<file path="src/rtl/riscv_pkg.sv">
// riscv_pkg: shared RV32 definitions used by the EX-stage M-extension unit.
//   muldiv_op_e    - funct3 encoding of the M-extension operations
//   muldiv_state_e - sequencing states of the iterative multiply/divide unit
//   DIV0_QUOT      - quotient returned for a divide by zero (all ones)
//   SIGNED_MIN     - most negative signed value (1 << (XLEN-1))
package riscv_pkg;

    localparam int XLEN_DEFAULT = 32;

    typedef enum logic [2:0] {
        OP_MUL    = 3'd0,
        OP_MULH   = 3'd1,
        OP_MULHSU = 3'd2,
        OP_MULHU  = 3'd3,
        OP_DIV    = 3'd4,
        OP_DIVU   = 3'd5,
        OP_REM    = 3'd6,
        OP_REMU   = 3'd7
    } muldiv_op_e;

    typedef enum logic [1:0] {
        ST_IDLE = 2'd0,
        ST_CALC = 2'd1,
        ST_FIX  = 2'd2,
        ST_DONE = 2'd3
    } muldiv_state_e;

    localparam logic [XLEN_DEFAULT-1:0] DIV0_QUOT  = {XLEN_DEFAULT{1'b1}};
    localparam logic [XLEN_DEFAULT-1:0] SIGNED_MIN = {1'b1, {(XLEN_DEFAULT-1){1'b0}}};

endpackage

</file>
<file path="src/rtl/muldiv_unit.sv">
// muldiv_unit: iterative RV32M multiply/divide unit sitting in the EX stage.
// Operands are captured on start, processed one radix-2 step per cycle
// (shift-add multiply, restoring divide) on unsigned magnitudes, then sign
// corrected. The pipeline is held through stall until the done cycle.
//
// Ports:
//   clk     in   clock, rising edge
//   rst     in   asynchronous active-low reset
//   start   in   M-extension instruction present in EX
//   op      in   funct3 (MUL..REMU)
//   rs1     in   XLEN-bit first operand / dividend
//   rs2     in   XLEN-bit second operand / divisor
//   rd_in   in   destination register
//   flush   in   abort any in-flight operation
//   stall   out  freeze PC, IF/ID and ID/EX (combinational)
//   busy    out  unit is not idle
//   done    out  one-cycle pulse, result/rd_out valid
//   result  out  registered XLEN-bit result
//   rd_out  out  registered destination register
module muldiv_unit
    import riscv_pkg::*;
#(
    parameter int XLEN = XLEN_DEFAULT
) (
    input  logic            clk,
    input  logic            rst,
    input  logic            start,
    input  logic [2:0]      op,
    input  logic [XLEN-1:0] rs1,
    input  logic [XLEN-1:0] rs2,
    input  logic [4:0]      rd_in,
    input  logic            flush,
    output logic            stall,
    output logic            busy,
    output logic            done,
    output logic [XLEN-1:0] result,
    output logic [4:0]      rd_out
);

    localparam int CW = $clog2(XLEN);
    localparam logic [CW-1:0]   lastStep  = CW'(XLEN - 1);
    localparam logic [XLEN-1:0] allOnes   = {XLEN{1'b1}};
    localparam logic [XLEN-1:0] signedMin = {1'b1, {(XLEN-1){1'b0}}};

    function automatic logic [XLEN-1:0] negIf(input logic neg, input logic [XLEN-1:0] v);
        return neg ? -v : v;
    endfunction

    function automatic logic [2*XLEN-1:0] negIfWide(input logic neg, input logic [2*XLEN-1:0] v);
        return neg ? -v : v;
    endfunction

    muldiv_state_e   state;
    muldiv_op_e      opReg;
    logic [CW-1:0]   count;
    logic [4:0]      rdReg;
    logic            isMul;
    logic            negRes;   // negate product / quotient
    logic            negRem;   // negate remainder (dividend was negative)
    logic [XLEN-1:0] opA;      // multiplicand or divisor magnitude
    logic [XLEN-1:0] accHi;    // product high half / partial remainder
    logic [XLEN-1:0] accLo;    // multiplier bits / dividend bits -> quotient

    // ---------------- operand decode at capture ----------------
    muldiv_op_e      opIn;
    logic            signA, signB, div0, ovf;
    logic [XLEN-1:0] magA, magB, specialRes;

    always_comb begin
        opIn  = muldiv_op_e'(op);
        signA = 1'b0;
        signB = 1'b0;
        case (opIn)
            OP_MULH:        begin signA = rs1[XLEN-1]; signB = rs2[XLEN-1]; end
            OP_MULHSU:      begin signA = rs1[XLEN-1]; end
            OP_DIV, OP_REM: begin signA = rs1[XLEN-1]; signB = rs2[XLEN-1]; end
            default:        ;
        endcase
        magA = negIf(signA, rs1);
        magB = negIf(signB, rs2);
        div0 = op[2] && (rs2 == '0);
        ovf  = (opIn == OP_DIV || opIn == OP_REM) && (rs1 == signedMin) && (rs2 == allOnes);
        // op[1] separates REM/REMU from DIV/DIVU
        if (div0)
            specialRes = op[1] ? rs1 : allOnes;
        else
            specialRes = op[1] ? '0 : signedMin;
    end

    // ---------------- shared adder/subtractor ----------------
    // Multiply adds the multiplicand into the high half; divide subtracts the
    // divisor from the shifted partial remainder. The top bit of the sum is the
    // divide's no-borrow flag.
    logic [XLEN:0]   addA, addB;
    logic [XLEN+1:0] sum;
    logic            noBorrow;

    always_comb begin
        addA     = isMul ? {1'b0, accHi} : {accHi, accLo[XLEN-1]};
        addB     = isMul ? {1'b0, opA} : ~{1'b0, opA};
        sum      = {1'b0, addA} + {1'b0, addB} + {{(XLEN+1){1'b0}}, ~isMul};
        noBorrow = sum[XLEN+1];
    end

    // ---------------- sign correction and result select ----------------
    logic [2*XLEN-1:0] prodFix;
    logic [XLEN-1:0]   fixRes;

    always_comb begin
        prodFix = negIfWide(negRes, {accHi, accLo});
        case (opReg)
            OP_MUL:                     fixRes = prodFix[XLEN-1:0];
            OP_MULH, OP_MULHSU, OP_MULHU: fixRes = prodFix[2*XLEN-1:XLEN];
            OP_DIV, OP_DIVU:            fixRes = negIf(negRes, accLo);
            default:                    fixRes = negIf(negRem, accHi);
        endcase
    end

    assign stall = (state == ST_IDLE && start && !flush) || state == ST_CALC || state == ST_FIX;
    assign busy  = (state != ST_IDLE);

    // ---------------- sequencer and datapath registers ----------------
    always_ff @(posedge clk or negedge rst) begin
        if (!rst) begin
            state  <= ST_IDLE;
            opReg  <= OP_MUL;
            count  <= '0;
            rdReg  <= '0;
            isMul  <= 1'b0;
            negRes <= 1'b0;
            negRem <= 1'b0;
            opA    <= '0;
            accHi  <= '0;
            accLo  <= '0;
            done   <= 1'b0;
            result <= '0;
            rd_out <= '0;
        end else if (flush) begin
            state <= ST_IDLE;
            done  <= 1'b0;
        end else begin
            case (state)
                ST_IDLE: begin
                    done <= 1'b0;
                    if (start) begin
                        opReg  <= opIn;
                        rdReg  <= rd_in;
                        count  <= '0;
                        isMul  <= !op[2];
                        negRes <= signA ^ signB;
                        negRem <= signA;
                        accHi  <= '0;
                        opA    <= op[2] ? magB : magA;
                        accLo  <= op[2] ? magA : magB;
                        if (div0 || ovf) begin
                            result <= specialRes;
                            rd_out <= rd_in;
                            done   <= 1'b1;
                            state  <= ST_DONE;
                        end else begin
                            state <= ST_CALC;
                        end
                    end
                end
                ST_CALC: begin
                    if (isMul) begin
                        if (accLo[0])
                            {accHi, accLo} <= {sum[XLEN:0], accLo[XLEN-1:1]};
                        else
                            {accHi, accLo} <= {1'b0, accHi, accLo[XLEN-1:1]};
                    end else begin
                        accHi <= noBorrow ? sum[XLEN-1:0] : addA[XLEN-1:0];
                        accLo <= {accLo[XLEN-2:0], noBorrow};
                    end
                    count <= count + CW'(1);
                    if (count == lastStep)
                        state <= ST_FIX;
                end
                ST_FIX: begin
                    result <= fixRes;
                    rd_out <= rdReg;
                    done   <= 1'b1;
                    state  <= ST_DONE;
                end
                default: begin
                    done  <= 1'b0;
                    state <= ST_IDLE;
                end
            endcase
        end
    end

endmodule

</file>
<file path="config.mk">
export PLATFORM = sky130hd
export DESIGN_NAME = muldiv_unit
export DESIGN_NICKNAME = d
export VERILOG_FILES = /design/src/rtl/riscv_pkg.sv /design/src/rtl/muldiv_unit.sv
export SDC_FILE = /design/constraint.sdc
export NUM_CORES = 1
export LEC_CHECK = 0
export ABC_CLOCK_PERIOD_IN_PS = 4250
export CORE_MARGIN = 1.5
export CORE_UTILIZATION = 25
export CTS_BUF_LIST = sky130_fd_sc_hd__clkbuf_4
export DETAILED_ROUTE_END_ITERATION = 7
export PLACE_DENSITY = 0.5
export SLEW_MARGIN = 20
export SYNTH_ARGS = -nofsm -noshare
export SYNTH_HDL_FRONTEND = slang
export SYNTH_SLANG_ARGS = --single-unit
</file>
<file path="constraint.sdc">
create_clock -name clk -period 4.25 [get_ports clk]
set_input_delay 1.0625 -clock clk [delete_from_list [all_inputs] [get_ports clk]]
set_output_delay 1.0625 -clock clk [all_outputs]
set_load 0.01 [all_outputs]
</file>
# Word-level counts from Yosys, hierarchy flattened
# Index checks and enable logic that the tools add are counted.
word_totals:
  reg_bits: 152
  inputBits: 76
  out_inout_bits: 40
  wordCells: 110
classes:
  n_addsub: 8
  eq_ne: 19
  muxes: 41
  bitwise_logic: 4
  n_reduce_logical: 25
ops:
  columns: ["cell", "count"]
  rows:
  - ["$mux W32", 18]
  - ["$pmux W32 S2", 3]
  - ["$neg A32 Y32", 4]
  - ["$pmux W32 S3", 1]
  - ["$mux W33", 2]
  - ["$eq A32 B32 Y1 const B", 2]
  - ["$mux W64", 1]
  - ["$neg A64 Y64", 1]
  - ["$add A33 B33 Y34", 1]
  - ["$add A34 B1 Y34", 1]
  - ["$not A32 Y33", 1]
  - ["$logic_not A32 Y1", 1]
  - ["$pmux W5 S2", 2]
  - ["$mux W5", 3]
  - ["$eq A3 B3 Y1 const B", 4]
  - ["$eq A3 B2 Y1 const B", 3]
  - ["$mux W2", 4]
  - ["$eq A3 B1 Y1 const B", 2]
  - ["$pmux W2 S3", 1]
  - ["$reduce_and A3 Y1", 2]
  - ["$reduce_bool A2 Y1", 3]
  - ["$reduce_or A3 Y1", 2]
  - ["$add A5 B1 Y5 const B", 1]
  - ["$eq A5 B5 Y1 const B", 1]
  - ["19 further kinds", 33]

# Depth between registers and ports, before layout
depth:
  depth_word: 9
  mapped_depth: 17
  depth_no_buf: 11

# Worst setup path before layout
# Ideal clock, no wire load.
synth_path:
  path_type: "flip-flop to flip-flop"
  startpoint: "register isMul"
  endpoint: "register accHi[27]"
  setup_ns: 0.110
  t_arrival_ns: 4.273
  t_required_ns: 4.140
  slack_ns: -0.134
  stages_incl_launch_ff: 18
  n_path_buf: 7
  synth_period_minus_slack_ns: 4.384
  cell_sequence: "dfrtp_1 clkbuf_1 clkbuf_1 clkbuf_1 clkbuf_1 xnor2_1 ha_1 buf_2 a21oi_2 o22ai_1 o2111a_1 or3_1 o2111ai_2 and2_1 buf_6 buf_6 nor2_1 o41ai_1"
synth_via:
  elab_chain_cells: 6
  elab_cells_between_ends: 9
  cone_classes: "add/sub (2); mux (6); bitwise (1)"
synth_lines:
  columns: ["item", "line_no", "rtl"]
  rows:
  - ["start, declared", "muldiv_unit.sv:57", "logic isMul;"]
  - ["start signal, assigned", "muldiv_unit.sv:149", "isMul <= !op[2];"]
  - ["$mux W33 (on tied branches)", "muldiv_unit.sv:99, muldiv_unit.sv:100", null]
  - ["$add A33 B33 Y34", "muldiv_unit.sv:101", "sum = {1'b0, addA} + {1'b0, addB} + {{(XLEN+1){1'b0}}, ~isMul};"]
  - ["$add A34 B1 Y34", "muldiv_unit.sv:101", null]
  - ["$mux W32 (on tied branches)", "muldiv_unit.sv:172, muldiv_unit.sv:167", null]
  - ["$mux W32 *", "muldiv_unit.sv:166", "if (isMul) begin"]
  - ["$pmux W32 S2 *", "muldiv_unit.sv:142", "case (state)"]
  - ["end signal, assigned", "muldiv_unit.sv:168", "{accHi, accLo} <= {sum[XLEN:0], accLo[XLEN-1:1]};"]
  - ["end signal, assigned", "muldiv_unit.sv:170", "{accHi, accLo} <= {1'b0, accHi, accLo[XLEN-1:1]};"]
  - ["end signal, assigned", "muldiv_unit.sv:172", "accHi <= noBorrow ? sum[XLEN-1:0] : addA[XLEN-1:0];"]
  - ["end, declared", "muldiv_unit.sv:61", "logic [XLEN-1:0] accHi;"]
# Mark *: on every way between the ends. The rest lies on a longest branch, timed or not.
# A chain may end at the register's enable or synchronous reset.

# Worst setup path after layout
layout_path:
  startpoint: "register isMul"
  endpoint: "register accHi[29]"
# Same word-level chain as after synthesis.

==> qor.csv <==
metric;value;unit
status;complete, no violations;
fin_nets;2283;
synth_nets;2156;
drt.antenna.violating_nets;0;
finalMaxSlewViolations;0;
yosys-mux-area-fraction;6.228;%
drt-total-wl;70200;um
grt_pass1_wl;103700;um
viasPerCell;5.626;
fin_util;30.31;%
clk_latency;760;ps
cp_cell_sequence;buf_12 -> buf_12 -> mux2_2 -> ha_1 -> nand2_1 -> o21ai_0 -> a211oi_1 -> o21ai_0 -> mux2_2 -> a21oi_1 -> o21ai_0 -> o31ai_1;
p_comb_share;75.0;%
syn_to_final_growth;19.16;%
cp.required;4920;ps
cts_root_buf;clkbuf_4;
end_kind;flop;
yosysUniqueCellTypes;93;
dr.pass1.iters;6;
layout.cells.most_common;nand2_1;
slowest_stage;dfrtp_4;
crit_arrival;4670;ps
antenna_found_initial;3;
power.total;0.01534;W
startpoint_type;flop;
synth-edff-count;0;
crit_top_cell;o21ai_0;
grt_overflow;0;
clk_pin_slew_worst_paths;160;ps
async_flop_share;100.0;%
wl_per_cell;23.70;um
mostFrequentLayoutCells;nand2_1 (242), nor2_1 (211), a21oi_1 (181), buf_4 (152);
synth_ff_type;dfrtp_1;
drive_gt1_share;13.87;%
synthAdderAreaFrac;3.540;%
postCtsSetupBuffers;0;
fin_tns_setup;0;ps
tightest_slew;999.3;ps
vias;16660;
sw_frac_of_total;56.02;%
worstSetupStartpoint;isMul;
finalSetupViolCount;0;
port_buffers;115;
htree_levels;4;
hold_viol_final;0;
pwr-share-clk;6.5;%
synthCells;2037;
cts_tree;done;
synth-compound-area-share;26.95;%
core_area;60580;sq um
power_switching;0.008591;W
drt_iter0_markers;2018;
timing.rr.start;isMul;
place_congestion;0.9792;
io_pins;116;
fmax;250.2;MHz
die_w;251.3;um
ys_ff_latch;152;
drc_errors;0;
rsz0062_at_grt;no;
dp_hpwl;55960;um
hp-class;in2async;
ir_worst_vdd;0.2907;mV
num_rows;90;
cts_num_sinks;152;
synth_xor_area_share;10.00;%
grt_pass1_vias;15710;
synth-simple-area-share;22.78;%
path_max_fanout;28;
cap_violations;0;
intPower;0.006744;W
reg2reg_depth;12;
yosys_warnings;0;
fp.dieH;251.3;um
min_period;3997;ps
die-area;63140;sq um
synth_area;15410;sq um
start_util;25.44;%
p_leak;7.306;nW
cts_buffers;17;
ys_seq_area_share;24.68;%
slew_headroom;32.76;%
cts_max_path_buffers;2;
finalClockSkew;35.87;ps
setup.worst_path.class;reg2reg;
period_share;94.05;%
syn_avg_cell_area;7.565;sq um
synth_top_family_by_area;compound AO/OA/AOI/OAI gates;
grt_max_degree;87;
sequentialPowerShare;18.5;%
powerDensity;835.1;nW/um^2
crit_path_max_incr_delay;660;ps
holdBufCountCts;0;
grtUsageTotal;22.01;%
ctsResizeCount;0;
==> power by group through the flow <==
| stage | registers (W) | logic [W] | clock network, W |
|---|---|---|---|
| after floorplan | 0.00246 | 0.00750 | 0 |
| after global placement | 0.00283 | 0.0112 | 0 |
| after detailed placement | 0.00285 | 0.0113 | 0 |
| after CTS | 0.00281 | 0.0113 | 0.00105 |
| after global routing | 0.00291 | 0.0124 | 0.00110 |
| final | 0.00283 | 0.0115 | 0.00100 |
==> cell usage after synthesis (11+ instances only) <==
library cell,instances,area [sq um]
a211o_1,11,96.34
a211oi_1,33,247.7
a21o_1,21,157.7
a21oi_1,182,910.9
a31oi_1,17,106.4
a32o_1,13,130.1
and2_1,11,68.82
and3_1,14,87.58
buf_1,12,45.04
clkbuf_1,129,484.2
dfrtp_1,152,3804
ha_1,42,525.5
inv_1,33,123.9
mux2_2,63,709.4
mux2i_1,25,250.2
nand2_1,242,908.4
nand2b_1,18,112.6
nand3_1,34,170.2
nand4_1,26,162.7
nor2_1,213,799.5
nor3_1,54,270.3
nor4_1,21,131.4
o211ai_1,24,180.2
o21a_1,13,97.59
o21ai_0,151,755.7
o21ai_1,19,95.09
o221ai_1,19,166.4
o22ai_1,21,131.4
o31ai_1,30,225.2
o41ai_1,12,105.1
or2_2,11,68.82
or3_1,20,125.1
or4_1,13,97.59
xnor2_1,110,963.4
xor2_1,66,578.1
==> cell families (layout without fill, tap and decap cells) <==
kind of cell / after synthesis / count (layout)
simple gates: 729 / 729
fa+ha+maj: 43 / 43
other cells: 0 / 3
mux: 88 / 88
buf+inv: 200 / 340
xor+xnor: 176 / 176
compound gates: 649 / 649
flops: 152 / 152
==> final timing paths <==
kind | endpoint | slack [ps]
worst max-delay path | accHi[29] | 250
worst min-delay path | accHi[27] | 340
worst max register to register | accHi[29] | 250
worst min register to register | rdReg[2] | 500
max in group asynchronous | accLo[4] | 3000
min in group clk | rdReg[2] | 500
==> per-layer routing <==
layer | share of wire (%) | track usage (%)
met1 | 45 | 30.90
met3 | 7.1 | 3.355
met5 | 0 | 0
met2 | 44 | 33.93
met4 | 3.5 | 8.055
==> state kept, by name, indices dropped and copies added, names as in the netlist <==
name / count
opReg: 3
accHi: 32
rdReg: 5
result: 32
negRem: 1
count: 5
opA: 32
isMul: 1
done: 1
accLo: 32
negRes: 1
state: 2
rd_out: 5
==> layout make-up <==
cell class,instances,area (sq um)
clock buffer,17,127.6
antenna,3,7.507
clock inverter,15,168.9
inverter,35,131.4
timing repair buffer,273,2409
multi-input combinational,1685,10730
tap,782,978.4
fill,6564,42220
sequential,152,3807
==> worst max-delay path: cells and delay by family (launching register included) <==
family                   cells  cell delay [ps]
buffers and inverters        2              400
AND/OR/NAND/NOR              1              180
multiplexers                 2              760
flip-flops                   1              660
adder cells (fa/ha/maj)      1              460
AO/OA/AOI/OAI                6             1450
==> through the flow <==
stage	worst slack, ps	cell area (sq um)	cells	hold slack, ps
4_1_cts	180.7	18350	2959	315.7
3_5_place_dp	134.0	18060	2927	469.9
6_report	253.0	18360	2962	341.0
3_3_place_gp	81.41	18060	2927	457.8
2_1_floorplan	15.20	15410	2037	445.4
5_1_grt	55.63	18360	2962	373.9
Power figures use the tool's default switching activity.
